<file path="src/rtl/oled_text_buffer_if.sv">
// Character-write bus and beat stream of the OLED text buffer.
// The buffer side uses the slave modport; the host/renderer side uses master.
interface oled_text_buffer_if;
    localparam int unsigned ADDR_W = 6;
    localparam int unsigned DATA_W = 8;

    // Character write port
    logic              we_ip;
    logic [ADDR_W-1:0] write_addr_ip;
    logic [DATA_W-1:0] write_data_ip;

    // Frame stream toward the renderer
    logic              char_valid_o;
    logic              char_ready_i;
    logic [DATA_W-1:0] char_data_o;
    logic [ADDR_W-1:0] char_addr_o;
    logic              frame_first_o;
    logic              frame_last_o;

    modport slave (
        input  we_ip,
        input  write_addr_ip,
        input  write_data_ip,
        input  char_ready_i,
        output char_valid_o,
        output char_data_o,
        output char_addr_o,
        output frame_first_o,
        output frame_last_o
    );

    modport master (
        output we_ip,
        output write_addr_ip,
        output write_data_ip,
        output char_ready_i,
        input  char_valid_o,
        input  char_data_o,
        input  char_addr_o,
        input  frame_first_o,
        input  frame_last_o
    );
endinterface

</file>
<file path="src/rtl/oled_text_buffer.sv">
// 4x16 character buffer for an OLED panel. Cells are cleared after reset and
// streamed out one beat per cell (valid/ready) whenever a frame is started.
// Optional feature: define OLED_TEXT_BUF_READBACK_EN to add the combinational
// readback port (rb_addr_i / rb_data_o).
module oled_text_buffer #(
    parameter logic [7:0] CLEAR_CHAR   = 8'h20,
    parameter bit         AUTO_REFRESH = 1'b1
) (
    input  logic                  sysclk,
    input  logic                  cpu_resetn,
    oled_text_buffer_if.slave     bus,
    input  logic                  refresh_i,
    output logic                  clear_busy_o
`ifdef OLED_TEXT_BUF_READBACK_EN
    ,
    input  logic [5:0]            rb_addr_i,
    output logic [7:0]            rb_data_o
`endif
);

    localparam int unsigned ADDR_W = 6;
    localparam int unsigned DATA_W = 8;
    localparam int unsigned CELLS  = 64;
    localparam logic [ADDR_W-1:0] LAST_CELL = ADDR_W'(CELLS - 1);

    typedef enum logic [1:0] {
        ST_CLEAR   = 2'd0,
        ST_IDLE    = 2'd1,
        ST_LOAD    = 2'd2,
        ST_PRESENT = 2'd3
    } state_e;

    state_e            state_q, state_d;
    logic [ADDR_W-1:0] clr_cnt_q, clr_cnt_d;
    logic [ADDR_W-1:0] rd_ptr_q, rd_ptr_d;
    logic              dirty_q, dirty_d;
    logic              busy_q, busy_d;
    logic              valid_q, valid_d;
    logic [DATA_W-1:0] data_q, data_d;
    logic [ADDR_W-1:0] addr_q, addr_d;
    logic              first_q, first_d;
    logic              last_q, last_d;

    logic [DATA_W-1:0] cells_q [CELLS];

    logic              cell_we;
    logic [ADDR_W-1:0] cell_waddr;
    logic [DATA_W-1:0] cell_wdata;
    logic              wr_accept;

    // Host writes are accepted everywhere except during the clear sweep.
    assign wr_accept = bus.we_ip && (state_q != ST_CLEAR);

    // Single cell write port shared by the clear sweep and host writes.
    always_comb begin
        cell_we    = 1'b0;
        cell_waddr = bus.write_addr_ip;
        cell_wdata = bus.write_data_ip;
        if (state_q == ST_CLEAR) begin
            cell_we    = 1'b1;
            cell_waddr = clr_cnt_q;
            cell_wdata = CLEAR_CHAR;
        end else if (bus.we_ip) begin
            cell_we    = 1'b1;
        end
    end

    // Character storage; contents are only defined once the clear sweep ends.
    always_ff @(posedge sysclk) begin
        if (cell_we) begin
            cells_q[cell_waddr] <= cell_wdata;
        end
    end

    // State and output registers.
    always_ff @(posedge sysclk or negedge cpu_resetn) begin
        if (!cpu_resetn) begin
            state_q   <= ST_CLEAR;
            clr_cnt_q <= '0;
            rd_ptr_q  <= '0;
            dirty_q   <= 1'b0;
            busy_q    <= 1'b1;
            valid_q   <= 1'b0;
            data_q    <= '0;
            addr_q    <= '0;
            first_q   <= 1'b0;
            last_q    <= 1'b0;
        end else begin
            state_q   <= state_d;
            clr_cnt_q <= clr_cnt_d;
            rd_ptr_q  <= rd_ptr_d;
            dirty_q   <= dirty_d;
            busy_q    <= busy_d;
            valid_q   <= valid_d;
            data_q    <= data_d;
            addr_q    <= addr_d;
            first_q   <= first_d;
            last_q    <= last_d;
        end
    end

    // Next-state logic: clear sweep, frame start, per-cell load and present.
    always_comb begin
        state_d   = state_q;
        clr_cnt_d = clr_cnt_q;
        rd_ptr_d  = rd_ptr_q;
        dirty_d   = dirty_q;
        busy_d    = busy_q;
        valid_d   = valid_q;
        data_d    = data_q;
        addr_d    = addr_q;
        first_d   = first_q;
        last_d    = last_q;

        unique case (state_q)
            ST_CLEAR: begin
                clr_cnt_d = clr_cnt_q + ADDR_W'(1);
                if (clr_cnt_q == LAST_CELL) begin
                    state_d = ST_IDLE;
                    dirty_d = 1'b1;
                    busy_d  = 1'b0;
                end
            end
            ST_IDLE: begin
                if ((dirty_q && AUTO_REFRESH) || refresh_i) begin
                    state_d  = ST_LOAD;
                    dirty_d  = 1'b0;
                    rd_ptr_d = '0;
                end
            end
            ST_LOAD: begin
                // Snapshot is taken before any write at this edge lands.
                data_d  = cells_q[rd_ptr_q];
                addr_d  = rd_ptr_q;
                first_d = (rd_ptr_q == '0);
                last_d  = (rd_ptr_q == LAST_CELL);
                valid_d = 1'b1;
                state_d = ST_PRESENT;
            end
            ST_PRESENT: begin
                if (bus.char_ready_i) begin
                    valid_d = 1'b0;
                    first_d = 1'b0;
                    last_d  = 1'b0;
                    if (rd_ptr_q == LAST_CELL) begin
                        state_d = ST_IDLE;
                    end else begin
                        rd_ptr_d = rd_ptr_q + ADDR_W'(1);
                        state_d  = ST_LOAD;
                    end
                end
            end
            default: begin
                state_d = ST_CLEAR;
            end
        endcase

        // A write always wins over the clear of dirty at frame start.
        if (wr_accept) begin
            dirty_d = 1'b1;
        end
    end

    assign bus.char_valid_o  = valid_q;
    assign bus.char_data_o   = data_q;
    assign bus.char_addr_o   = addr_q;
    assign bus.frame_first_o = first_q;
    assign bus.frame_last_o  = last_q;
    assign clear_busy_o      = busy_q;

`ifdef OLED_TEXT_BUF_READBACK_EN
    // Direct combinational view of the cell array.
    assign rb_data_o = cells_q[rb_addr_i];
`endif

endmodule

</file>
<file path="src/flat_wrapper.sv">
// flat-port wrapper written by rule: the top's interface ports become plain ports
module oled_text_buffer_flat 
#(
    parameter logic [7:0] CLEAR_CHAR   = 8'h20,
    parameter bit         AUTO_REFRESH = 1'b1
)
  (sysclk, cpu_resetn, refresh_i, clear_busy_o, bus_we_ip, bus_write_addr_ip, bus_write_data_ip, bus_char_ready_i, bus_char_valid_o, bus_char_data_o, bus_char_addr_o, bus_frame_first_o, bus_frame_last_o);
  oled_text_buffer_if bus_i ();
  input  logic sysclk;
  input  logic cpu_resetn;
  input  logic refresh_i;
  output logic clear_busy_o;
  input wire logic [$bits(bus_i.we_ip)-1:0] bus_we_ip;
  input wire logic [$bits(bus_i.write_addr_ip)-1:0] bus_write_addr_ip;
  input wire logic [$bits(bus_i.write_data_ip)-1:0] bus_write_data_ip;
  input wire logic [$bits(bus_i.char_ready_i)-1:0] bus_char_ready_i;
  output wire logic [$bits(bus_i.char_valid_o)-1:0] bus_char_valid_o;
  output wire logic [$bits(bus_i.char_data_o)-1:0] bus_char_data_o;
  output wire logic [$bits(bus_i.char_addr_o)-1:0] bus_char_addr_o;
  output wire logic [$bits(bus_i.frame_first_o)-1:0] bus_frame_first_o;
  output wire logic [$bits(bus_i.frame_last_o)-1:0] bus_frame_last_o;
  assign bus_i.we_ip = bus_we_ip;
  assign bus_i.write_addr_ip = bus_write_addr_ip;
  assign bus_i.write_data_ip = bus_write_data_ip;
  assign bus_i.char_ready_i = bus_char_ready_i;
  assign bus_char_valid_o = bus_i.char_valid_o;
  assign bus_char_data_o = bus_i.char_data_o;
  assign bus_char_addr_o = bus_i.char_addr_o;
  assign bus_frame_first_o = bus_i.frame_first_o;
  assign bus_frame_last_o = bus_i.frame_last_o;
  oled_text_buffer #(.CLEAR_CHAR(CLEAR_CHAR), .AUTO_REFRESH(AUTO_REFRESH)) u_core (.sysclk(sysclk), .cpu_resetn(cpu_resetn), .bus(bus_i), .refresh_i(refresh_i), .clear_busy_o(clear_busy_o));
endmodule
</file>
<file path="config.mk">
export PLATFORM = sky130hd
export DESIGN_NAME = oled_text_buffer_flat
export DESIGN_NICKNAME = d
export VERILOG_FILES = /design/src/rtl/oled_text_buffer_if.sv /design/src/rtl/oled_text_buffer.sv /design/src/flat_wrapper.sv
export SDC_FILE = /design/constraint.sdc
export NUM_CORES = 1
export LEC_CHECK = 0
export CAP_MARGIN = 10
export CELL_PAD_IN_SITES_DETAIL_PLACEMENT = 1
export CELL_PAD_IN_SITES_GLOBAL_PLACEMENT = 1
export CORE_MARGIN = 1
export CORE_UTILIZATION = 30
export DETAILED_ROUTE_END_ITERATION = 16
export MAX_ROUTING_LAYER = met4
export PLACE_DENSITY_LB_ADDON = 0.3
export SLEW_MARGIN = 30
export SYNTH_ARGS = -nofsm -noshare
export SYNTH_HDL_FRONTEND = slang
export SYNTH_SLANG_ARGS = --single-unit
</file>
<file path="constraint.sdc">
create_clock -name sysclk -period 8.38 [get_ports sysclk]
set_input_delay 1.257 -clock sysclk [delete_from_list [all_inputs] [get_ports sysclk]]
set_output_delay 1.257 -clock sysclk [all_outputs]
set_load 0.03 [all_outputs]
</file>
## Yosys cells after proc, flatten, opt, wreduce, memory -nomap -nowiden

Memories as Yosys holds them, arrays and structs flattened. A register that Yosys moved wholly into a read port is not among the register bits.
Index checks and enable logic that the tools add are counted.

- Flip-flop bits (word level): 25
- Bits in writable memories: 512
- Input bits: 19
- Output and inout bits: 18
- Word-level logic and storage cells: 60
- Memories: 1

- Add/subtract/negate cells: 2
- Equality and inequality tests: 11
- Multiplexer cells: 23
- Reduce and logical (&&, ||, !) cells: 14

Memory list:

| memory | words | width | read ports | clocked after Yosys merged registers in | wr ports | RTL line | source |
|---|---|---|---|---|---|---|---|
| u_core.cells_q | 64 | 8 | 1 | 1 | 1 | oled_text_buffer.sv:44 | `logic [DATA_W-1:0] cells_q [CELLS];` |

Operators with widths:

| cell | number |
|---|---|
| $mux 6 | 4 |
| $add 6x1->6 const B | 2 |
| $eq 6x6->1 const B | 2 |
| $pmux 6 s2 | 1 |
| $mux 1 | 8 |
| $mux 2 | 4 |
| $mux 8 | 1 |
| $pmux 1 s2 | 4 |
| $pmux 2 s4 | 1 |
| $logic_not 6->1 | 1 |
| $ne 2x2->1 const B | 3 |
| $reduce_and 3->1 | 2 |
| $reduce_bool 2->1 | 3 |
| $eq 2x2->1 const B | 2 |
| $reduce_and 2->1 | 2 |
| $reduce_and 4->1 | 1 |
| $ne 3x1->1 const B | 1 |
| $ne 3x2->1 const B | 1 |
| $reduce_bool 3->1 | 1 |
| $eq 2x1->1 const B | 1 |
| $logic_not 2->1 | 1 |
| $ne 2x1->1 const B | 1 |
| $logic_and 1x1->1 | 1 |
| $logic_not 1->1 | 1 |
| $logic_or 1x1->1 | 1 |

## Depth between registers and ports, before layout

Gate-level depths: netlist of run 1.

- Depth in word-level cells: 4
- Gate-level depth with buffers: 9
- Mapped depth without buffers: 6

## Least setup slack after synthesis of run 1

Ideal clock, no wire load.

- Path type: reg2reg
- Start: register u_core.state_q[1]
- End: memory u_core.cells_q[0][0] (data pin)
- Setup time: 0.367 ns
- Arrival: 2.379 ns
- Data required time: 8.013 ns
- Path slack: 5.634 ns
- Cell stages (with the launch flop): 7
- Buffers on the path: 4
- Clock period less this slack: 2.746 ns
- Cells stage by stage: dfrtp_1 -> clkbuf_1 -> or2_2 -> clkbuf_1 -> clkbuf_1 -> clkbuf_1 -> and2_1

- Longest elaborated chain between the ends: 2

RTL lines:

| element | RTL line | source |
|---|---|---|
| start, declared | oled_text_buffer.sv:33 | `state_e state_q, state_d;` |
| start signal, assigned | oled_text_buffer.sv:89 | `state_q <= state_d;` |
| $logic_not 2->1 | oled_text_buffer.sv:59 | `if (state_q == ST_CLEAR) begin` |
| $mux 8 | oled_text_buffer.sv:59 |  |
| net u_core.cell_wdata[0] | oled_text_buffer.sv:48 | `logic [DATA_W-1:0] cell_wdata;` |
| end, declared | oled_text_buffer.sv:44 |  |

The timed path passes the listed nets, and every way through them passes these cells.

## Worst setup path after layout of run 1

- Start: register u_core.rd_ptr_q[2]
- End: register u_core.rd_ptr_q[3]

- Longest elaborated chain between the ends: 4
- Elaborated cells on any way between the ends: 7
- Classes of those cells: 1 x add/sub; 2 x eq/ne; 3 x mux; 1 x reduce/logical

RTL lines:

| element | RTL line | source |
|---|---|---|
| start, declared | oled_text_buffer.sv:35 | `logic [ADDR_W-1:0] rd_ptr_q, rd_ptr_d;` |
| start signal, assigned | oled_text_buffer.sv:91 | `rd_ptr_q <= rd_ptr_d;` |
| $add 6x1->6 | oled_text_buffer.sv:148 | `rd_ptr_d = rd_ptr_q + ADDR_W'(1);` |
| $mux 6 | oled_text_buffer.sv:145 | `if (rd_ptr_q == LAST_CELL) begin` |
| $mux 6 | oled_text_buffer.sv:141 | `if (bus.char_ready_i) begin` |
| $pmux 6 s2 | oled_text_buffer.sv:115 | `unique case (state_q)` |

Parallel ways exist; a longest one is shown, timed or not. The select of a mux whose other input is x is not followed.
A chain may end at the register's enable or synchronous reset.

==> flow_metrics.tcl, run 1 <==
set metrics [dict create \
    drt_iter0_drc 972 \
    floorplan.initialDensity_pct 30.4 \
    pwr-share-clk_pct 32.7 \
    routabilityCongestion 0.777 \
    reg2reg_from "u_core.rd_ptr_q[2]" \
    cts_hold_buf 0 \
    ir_drop_mv 0.261 \
    grt_max_degree 105 \
    post_drt_wl_per_cell_um 25.9 \
    crit_buf_inv 1 \
    timing.slew.headroom_pct 34.0 \
    grt_setup_unrepaired "false" \
    ys_async_sr_fraction_pct 6.06 \
    hold_violations 0 \
    avgViaCountPerCell 5.00 \
    post_cts.repair.setup_buffers 0 \
    antenna_left 0 \
    yosysSeqAreaShare_pct 75.8 \
    rr_worst_depth 6 \
    first_pass_iters 5 \
    port_buffers 36 \
    fp.dieW_um 269 \
    vias 10500 \
    io_pins 37 \
    path_max_fanout 59 \
    period_needed_ps 3440 \
    finalSetupViolCount 0 \
    hpwl_um 32000 \
    maxCapViolations 0 \
    outcome "finished, final reports clean" \
    final_nets 1127 \
    fin_worst_skew_ps 23.0 \
    p_comb_share_pct 24.9 \
    ys.flop_type "edfxtp_1" \
    switching_share_pct 29.5 \
    num-fill-cells 6925 \
    h-tree-depth 2 \
    hold_depth 1 \
    arrival_ps 3930 \
    critical_path.top_delay_family "compound AO/OA/AOI/OAI gates" \
    tightest_slew_ps 984 \
    cp-end-kind "flop" \
    slowest_delay_ps 780 \
    clk_pin_slew_worst_paths_ps 60 \
    internal_power_mw 5.41 \
    fmax_mhz 291 \
    synth_edf_count 512 \
    routed_wl_um 54300 \
    hold_class "reg2reg" \
    hold_end "u_core.clear_busy_o" \
    power_frac_seq_pct 42.4 \
    insertion_delay_ps 610 \
    drc 0 \
    ys_types 53 \
    min_from "u_core.clear_busy_o" \
    yosysWarnings 0 \
    drive_gt1_share_pct 21.5 \
    switchingPower_mw 2.27 \
    crit_type "reg2reg" \
    gr-total-overflow 0 \
    r2r_end "u_core.rd_ptr_q[3]" \
    cts.repair.resized 0 \
    synth_seq_cells 545 \
    startpoint_type "flop" \
    postLayoutCoreUtil_pct 35.0 \
    clockBufferDepth 3 \
    p_per_area_nw_per_um2 312 \
    fin_crit_sh_pct 41.1 \
    fp.coreArea_um2 70300 \
    cts_tree "done" \
    grt_pass1_wl_um 78900 \
    rows 97 \
    crit_chain "buf_4 > and2_1 > a41oi_1 > o21ai_1 > nor3_1 > o21ba_2" \
    cp.required_ps 8870 \
    numCtsBuffers 55 \
    leakage_nw 7.60 \
    ff2ff_setup_slack_ps 4940 \
    grt_antenna_before_repair 2 \
    syn_inst 1054 \
    syn2layout_area_growth_pct 15.1 \
    report.final.slew_viol_count 0 \
    cts_num_sinks 545 \
    gr-usage-all-layers_pct 15.8 \
    tns_ps 0 \
    crit_slowest_cell "buf_4" \
    synth_fp_nets 1076 \
    avgSynthCellArea_um2 20.3 \
    clockRootBuffer "clkbuf_16" \
    netlist_area_um2 21400 \
    grt_pass1_vias 10800 \
    dieHeight_um 269 \
    fp.dieArea_um2 72300 \
    power_mw 7.68 \
]
==> power groups by stage <==
stage / registers, mW / clock network [mW] / logic (mW)
after global routing: 3.27 / 2.65 / 2.04
after floorplan: 3.27 / 0 / 1.31
after CTS: 3.26 / 2.57 / 1.93
final: 3.26 / 2.51 / 1.91
after global placement: 3.31 / 0 / 1.91
after detailed placement: 3.31 / 0 / 1.93
==> logic make-up after synthesis <==
| group | after synthesis | synth area share [%] |
|---|---|---|
| buffers and inverters | 55 | 1.36 |
| AOI/OAI and AO/OA | 83 | 2.78 |
| DFF | 545 | 75.8 |
| adders and majority gates | 3 | 0.176 |
| xor gates and xnor gates | 7 | 0.287 |
| muxes | 154 | 15.2 |
| and+or+nand+nor | 207 | 4.36 |
==> registers in the layout, summed over array words and instances, names as in the netlist <==
name / flops
u_core.bus.char_addr_o: 6
u_core.bus.char_data_o: 8
u_core.bus.char_valid_o: 1
u_core.bus.frame_first_o: 1
u_core.bus.frame_last_o: 1
u_core.cells_q: 512
u_core.clear_busy_o: 1
u_core.clr_cnt_q: 6
u_core.dirty_q: 1
u_core.rd_ptr_q: 6
u_core.state_q: 2
==> area by class of cell <==
cell class,count,area [um^2],area share (%)
flip-flops and latches,545,16200,65.9
clock inverters,31,338,1.37
clock buffers,71,1500,6.09
multi-input cells,454,4900,19.9
repair buffers,44,452,1.84
inverters,5,18.8,0.0763
well taps,940,1180,4.78
diodes,2,5.00,0.0203
==> cell usage after synthesis (2+ instances only) <==
master / instances / area share [%]
and2_1: 9 / 0.26
a221oi_1: 7 / 0.29
o31ai_1: 3 / 0.11
o21a_1: 2 / 0.070
o211ai_1: 3 / 0.11
buf_6: 5 / 0.26
a21oi_1: 6 / 0.14
a22oi_1: 14 / 0.49
buf_2: 13 / 0.30
or2_2: 3 / 0.088
o22ai_1: 6 / 0.18
nand3_1: 10 / 0.23
inv_1: 4 / 0.070
o21ai_1: 4 / 0.094
mux4_2: 137 / 14
or3_1: 4 / 0.12
nor2_1: 87 / 1.5
mux2i_1: 16 / 0.75
o221ai_1: 3 / 0.12
nand2_1: 59 / 1.0
a22o_1: 5 / 0.20
a21boi_0: 4 / 0.14
buf_1: 4 / 0.070
clkbuf_1: 20 / 0.35
edfxtp_1: 512 / 72
nor3_1: 2 / 0.047
xnor2_1: 6 / 0.25
nand3b_1: 11 / 0.39
nand4_1: 7 / 0.20
dfrtp_1: 32 / 3.7
buf_4: 8 / 0.28
nand2b_1: 7 / 0.20
o21ai_0: 15 / 0.35
ha_1: 3 / 0.18
and3_1: 2 / 0.059
nor2b_1: 4 / 0.12
==> layer usage <==
layer  GRT usage, %  vias to the layer above  wire length, um
met5              -                        -                0
met1           22.7                     5609            25600
met3           3.67                       70             3650
met4           4.01                        0             1150
li1               -                     4432                -
met2           22.3                      349            23800
==> cell usage in the layout (no fill, tap or decap), types with 14 or more instances in the layout <==
cell type and instances:
a22oi_1 14, edfxtp_1 512, nand2_1 59, nor2_1 87
clkdlybuf4s50_1 35, mux2i_1 16, dfrtp_1 29, clkbuf_16 57
o21ai_0 15, mux4_2 137
==> worst reg2reg max path: stages, from the launching register on <==
cell and delay (ps):
dfrtp_4 650, buf_4 780, and2_1 740, a41oi_1 300, o21ai_1 540, nor3_1 100, o21ba_2 210
==> stage by stage <==
stage          cell area, um^2  cells  hold WS, ps  worst slack (ps)
2_1_floorplan            21400   1054          489              5630
3_3_place_gp             22700   1987          448              4530
3_5_place_dp             22700   1987          455              4480
4_1_cts                  24600   2089          464              4940
5_1_grt                  24600   2092          480              4740
6_report                 24600   2092          460              4940
==> worst max-delay path by stage <==
stage	to	slack, ps	cells past startpoint	from
2_1_floorplan	u_core.cells_q[0][0]	5630	6	u_core.state_q[1]
3_3_place_gp	u_core.cells_q[34][2]	4530	5	bus_we_ip
3_5_place_dp	u_core.cells_q[10][4]	4480	5	bus_we_ip
4_1_cts	u_core.bus.char_data_o[1]	4940	6	u_core.rd_ptr_q[0]
5_1_grt	u_core.rd_ptr_q[3]	4740	6	u_core.rd_ptr_q[2]
6_report	u_core.rd_ptr_q[3]	4940	6	u_core.rd_ptr_q[2]
No activity file was read; power rests on OpenSTA's default activity.
==> run 2, diff against run 1 <==
==> constraint.sdc (replaced) <==
create_clock -name sysclk -period 3.1 [get_ports sysclk]
set_input_delay 0.465 -clock sysclk [delete_from_list [all_inputs] [get_ports sysclk]]
set_output_delay 0.465 -clock sysclk [all_outputs]
set_load 0.03 [all_outputs]
==> run 2 against run 1 <==
Global-route usage increased by 0.25 points. Combinational power increased to 2.9 times the previous value. Core utilization increased by 1.4 points. Critical endpoint is now u_core.bus.char_data_o[3].
==> flow_metrics.tcl, run 2 (same netlist as run 1, synthesis figures left out) <==
set metrics [dict create \
    antenna_left 0 \
    numCtsBuffers 53 \
    hold_violations 0 \
    crit_type "reg2reg" \
    fin_crit_sh_pct 91.1 \
    dr_wl_met2_um 25900 \
    cts_num_sinks 545 \
    grt_setup_unrepaired "false" \
    avgViaCountPerCell 4.92 \
    fp.coreArea_um2 70300 \
    drt_iter0_drc 1001 \
    hold_depth 1 \
    cts.repair.resized 0 \
    routabilityCongestion 0.830 \
    cp.required_ps 3580 \
    diodes 0 \
    grt_pass1_vias 11400 \
    final_common_cell "edfxtp_1" \
    reg2reg_from "u_core.rd_ptr_q[0]" \
    slowest_delay_ps 690 \
    largest_reg_flops 512 \
    crit_slowest_cell "dfrtp_4" \
    tightest_slew_ps 804 \
    hpwl_um 35900 \
    postLayoutCoreUtil_pct 36.4 \
    clk_pin_slew_worst_paths_ps 70 \
    fp.dieArea_um2 72300 \
    min_from "u_core.clear_busy_o" \
    grt_antenna_before_repair 0 \
    rows 97 \
    p_per_area_nw_per_um2 821 \
    ir_drop_mv 0.429 \
    io_pins 37 \
    placedInstanceArea_um2 23800 \
    crit_chain "buf_4 > mux4_2 > mux4_2 > a22oi_1 > nand3_1" \
    arrival_ps 3300 \
    drive_gt1_share_pct 28.6 \
    syn2layout_area_growth_pct 19.7 \
    post_drt_wl_per_cell_um 25.0 \
    timing.slew.headroom_pct 46.4 \
    leakage_nw 8.24 \
    grt_max_degree 65 \
    startpoint_type "flop" \
    insertion_delay_ps 610 \
    tns_ps 0 \
    final_cell_mix "edfxtp_1, mux4_2, buf_4, nor2_1, nand2_1" \
    dr.max_layer_used "met4" \
    outcome "finished, final reports clean" \
    cp_common_cell "mux4_2" \
    fin_worst_skew_ps 22.9 \
    rr_worst_depth 5 \
    gr-total-overflow 0 \
    dieHeight_um 269 \
    critical_path.top_delay_family "multiplexers" \
    finalSetupViolCount 0 \
    ff2ff_setup_slack_ps 280 \
    maxCapViolations 0 \
    period_needed_ps 2820 \
    floorplan.initialDensity_pct 30.4 \
    clockRootBuffer "clkbuf_16" \
    drc 0 \
    crit_buf_inv 1 \
    hold_end "u_core.clear_busy_o" \
    cts_tree "done" \
    first_pass_iters 5 \
    port_buffers 36 \
    num-fill-cells 6877 \
    wirelength_met1_um 25100 \
    path_max_fanout 15 \
    report.final.slew_viol_count 0 \
    finalInstanceArea_um2 25600 \
    gr-usage-all-layers_pct 16.0 \
    final_nets 1245 \
    wl_met3_um 2780 \
    routed_wl_um 55200 \
    cp-end-kind "flop" \
    post_cts.repair.setup_buffers 0 \
    top_register "u_core.cells_q" \
    vias 10900 \
    hold_class "reg2reg" \
    h-tree-depth 2 \
    cts_hold_buf 1 \
    fmax_mhz 354 \
    grt_pass1_wl_um 80700 \
    fp.dieW_um 269 \
    r2r_end "u_core.bus.char_data_o[3]" \
    clockBufferDepth 3 \
]
run 2: cell type report:
class,count,area (um^2),share of cell area [%]
inverter,5,18.8,0.0734
tap,940,1180,4.60
clock inverter,43,435,1.70
sequential,545,16200,63.4
timing repair buffer,164,1510,5.89
clock buffer,57,1340,5.24
multi-input combinational,454,4890,19.1
run 2: how the worst max path moves through the flow:
stage,startpoint,to,slack [ps],cells after the start
final,u_core.rd_ptr_q[0],u_core.bus.char_data_o[3],280,5
after global routing,u_core.state_q[0],u_core.cells_q[28][0],140,5
after CTS,u_core.rd_ptr_q[0],u_core.bus.char_data_o[3],190,5
after detailed placement,u_core.rd_ptr_q[0],u_core.bus.char_data_o[3],250,5
after global placement,u_core.rd_ptr_q[0],u_core.bus.char_data_o[3],220,5
after floorplan,u_core.state_q[1],u_core.cells_q[0][0],350,6
run 2: where the power goes:
part	internal (mW)	switching [mW]	total [mW]
clock	3.80	2.82	6.63
sequential	8.40	0.451	8.85
combinational	2.52	3.00	5.53
total	14.7	6.28	21.0
run 2: per-stage QoR:
step | instances | worst slack (ps) | hold slack, ps | total power [mW]
finish | 2208 | 277 | 462 | 21.0
detailed placement | 2107 | 249 | 455 | 14.6
floorplan | 1054 | 354 | 169 | 12.4
global placement | 2107 | 219 | 450 | 14.6
global route | 2208 | 140 | 473 | 21.8
CTS | 2208 | 194 | 463 | 21.3
run 2: per-layer routing:
metal,vias to the layer above,track usage (%)
li1,4670,-
met5,-,-
met1,5791,22.1
met3,101,2.58
met2,291,24.5
met4,0,4.35
==> run 3, diff against run 2 <==
--- a/config.mk
+++ b/config.mk
@@ -5,6 +5,7 @@
 export SDC_FILE = /design/constraint.sdc
 export NUM_CORES = 1
 export LEC_CHECK = 0
+export ABC_CLOCK_PERIOD_IN_PS = 3100
 export CAP_MARGIN = 10
 export CELL_PAD_IN_SITES_DETAIL_PLACEMENT = 1
 export CELL_PAD_IN_SITES_GLOBAL_PLACEMENT = 1
@@ -13,6 +14,7 @@
 export DETAILED_ROUTE_END_ITERATION = 16
 export MAX_ROUTING_LAYER = met4
 export PLACE_DENSITY_LB_ADDON = 0.3
+export SKIP_CTS_REPAIR_TIMING = 1
 export SLEW_MARGIN = 30
 export SYNTH_ARGS = -nofsm -noshare
 export SYNTH_HDL_FRONTEND = slang
==> run 3 against run 2 <==
Design area is the same. Core utilization is the same. First-iteration DRC count is essentially flat. Sequential cell count is the same. Non-clock buffer count is the same. Setup slack is essentially flat. Wire length is essentially flat. Clock skew shrank 1.2 ps. Register-to-register slack is essentially flat. Clock-buffer cell count is the same. Via count is essentially flat. Hold slack is the same. Critical path type unchanged. Largest cell class unchanged. Largest power group unchanged.
==> flow_metrics.tcl, run 3 (same netlist as run 1, synthesis figures left out) <==
set metrics [dict create \
    port_buffers 36 \
    timing.slew.headroom_pct 46.4 \
    report.final.slew_viol_count 0 \
    grt_max_degree 65 \
    grt_pass1_vias 11300 \
    fin_crit_sh_pct 91.1 \
    syn2layout_area_growth_pct 19.7 \
    drt_iter0_drc 1002 \
    p_per_area_nw_per_um2 821 \
    fp.coreArea_um2 70300 \
    power_mw 21.0 \
    finalInstanceArea_um2 25600 \
    fmax_mhz 354 \
    io_pins 37 \
    outcome "finished, final reports clean" \
    insertion_delay_ps 610 \
    maxCapViolations 0 \
    arrival_ps 3300 \
    rows 97 \
    tightest_slew_ps 804 \
    gr-usage-all-layers_pct 16.0 \
    grt_pass1_wl_um 80600 \
    placedInstanceArea_um2 23800 \
    cts_num_sinks 545 \
    vias 10800 \
    clk_pin_slew_worst_paths_ps 70 \
    cp.required_ps 3570 \
    floorplan.initialDensity_pct 30.4 \
    avgViaCountPerCell 4.91 \
    grt_antenna_before_repair 0 \
    routabilityCongestion 0.830 \
    routed_wl_um 55200 \
    final_common_cell "edfxtp_1" \
    grt_setup_unrepaired "false" \
    gr-total-overflow 0 \
    antenna_left 0 \
    dieHeight_um 269 \
    setup_slack_ps 277 \
    numCtsBuffers 53 \
    tns_ps 0 \
    first_pass_iters 5 \
    top_register "u_core.cells_q" \
    ir_drop_mv 0.429 \
    diodes 0 \
    hpwl_um 35900 \
    hold_class "reg2reg" \
    clockBufferDepth 3 \
    leakage_nw 8.24 \
    cp-end-kind "flop" \
    final_nets 1245 \
    final_cell_mix "edfxtp_1, mux4_2, buf_4, nor2_1, nand2_1" \
    h-tree-depth 2 \
    hold_violations 0 \
    fin_worst_skew_ps 21.7 \
    fp.dieArea_um2 72300 \
    period_needed_ps 2820 \
    place_ws_ps 249 \
    finalSetupViolCount 0 \
    drc 0 \
    post_drt_wl_per_cell_um 25.0 \
    path_max_fanout 15 \
    largest_reg_flops 512 \
    hold_slack_ps 462 \
    fp.dieW_um 269 \
    crit_type "reg2reg" \
    clockRootBuffer "clkbuf_16" \
    drive_gt1_share_pct 28.6 \
    startpoint_type "flop" \
    cts_tree "done" \
]
-- run 3: metrics by stage --
step,util (%),cells
after floorplan,-,1054
after global placement,33.9,2107
after detailed placement,33.9,2107
after CTS,36.4,2207
after global routing,36.4,2208
final,36.4,2208
-- run 3: area by class of cell --
type / count / area, um^2
multi-input cells: 454 / 4890
clock buffers: 57 / 1340
repair buffers: 164 / 1510
fillers: 6877 / 44700
inverters: 5 / 18.8
clock inverters: 43 / 435
well taps: 940 / 1180
flip-flops and latches: 545 / 16200
-- run 3: final timing paths --
check | start | endpoint | slack [ps] | cells after the start
worst max-delay path | u_core.rd_ptr_q[0] | u_core.bus.char_data_o[3] | 280 | 5
worst min-delay path | u_core.clear_busy_o | u_core.clear_busy_o | 460 | 1
worst max register to register | u_core.rd_ptr_q[0] | u_core.bus.char_data_o[3] | 280 | 5
worst min register to register | u_core.clear_busy_o | u_core.clear_busy_o | 460 | 1
max in group asynchronous | cpu_resetn | u_core.rd_ptr_q[1] | 2010 | 2
min in group asynchronous | cpu_resetn | u_core.rd_ptr_q[2] | 490 | 2
-- run 3: where the power goes --
| group | leakage [nW] | total [mW] | switching (mW) | internal [mW] |
|---|---|---|---|---|
| clock | 0.865 | 6.63 | 2.82 | 3.80 |
| sequential | 5.02 | 8.85 | 0.451 | 8.40 |
| combinational | 2.35 | 5.53 | 3.00 | 2.52 |
| total | 8.24 | 21.0 | 6.28 | 14.7 |
-- run 3: worst max-delay path: stages, from the launching register on --
cell and delay [ps]:
dfrtp_4 690, buf_4 390, mux4_2 560, mux4_2 550
a22oi_1 330, nand3_1 120
-- run 3: per-layer routing --
layer,up-vias,GRT usage (%),wire [um]
met5,-,-,0
met4,0,4.38,1420
met3,100,2.58,2830
met2,295,24.5,25800
met1,5785,22.1,25100
li1,4668,-,-
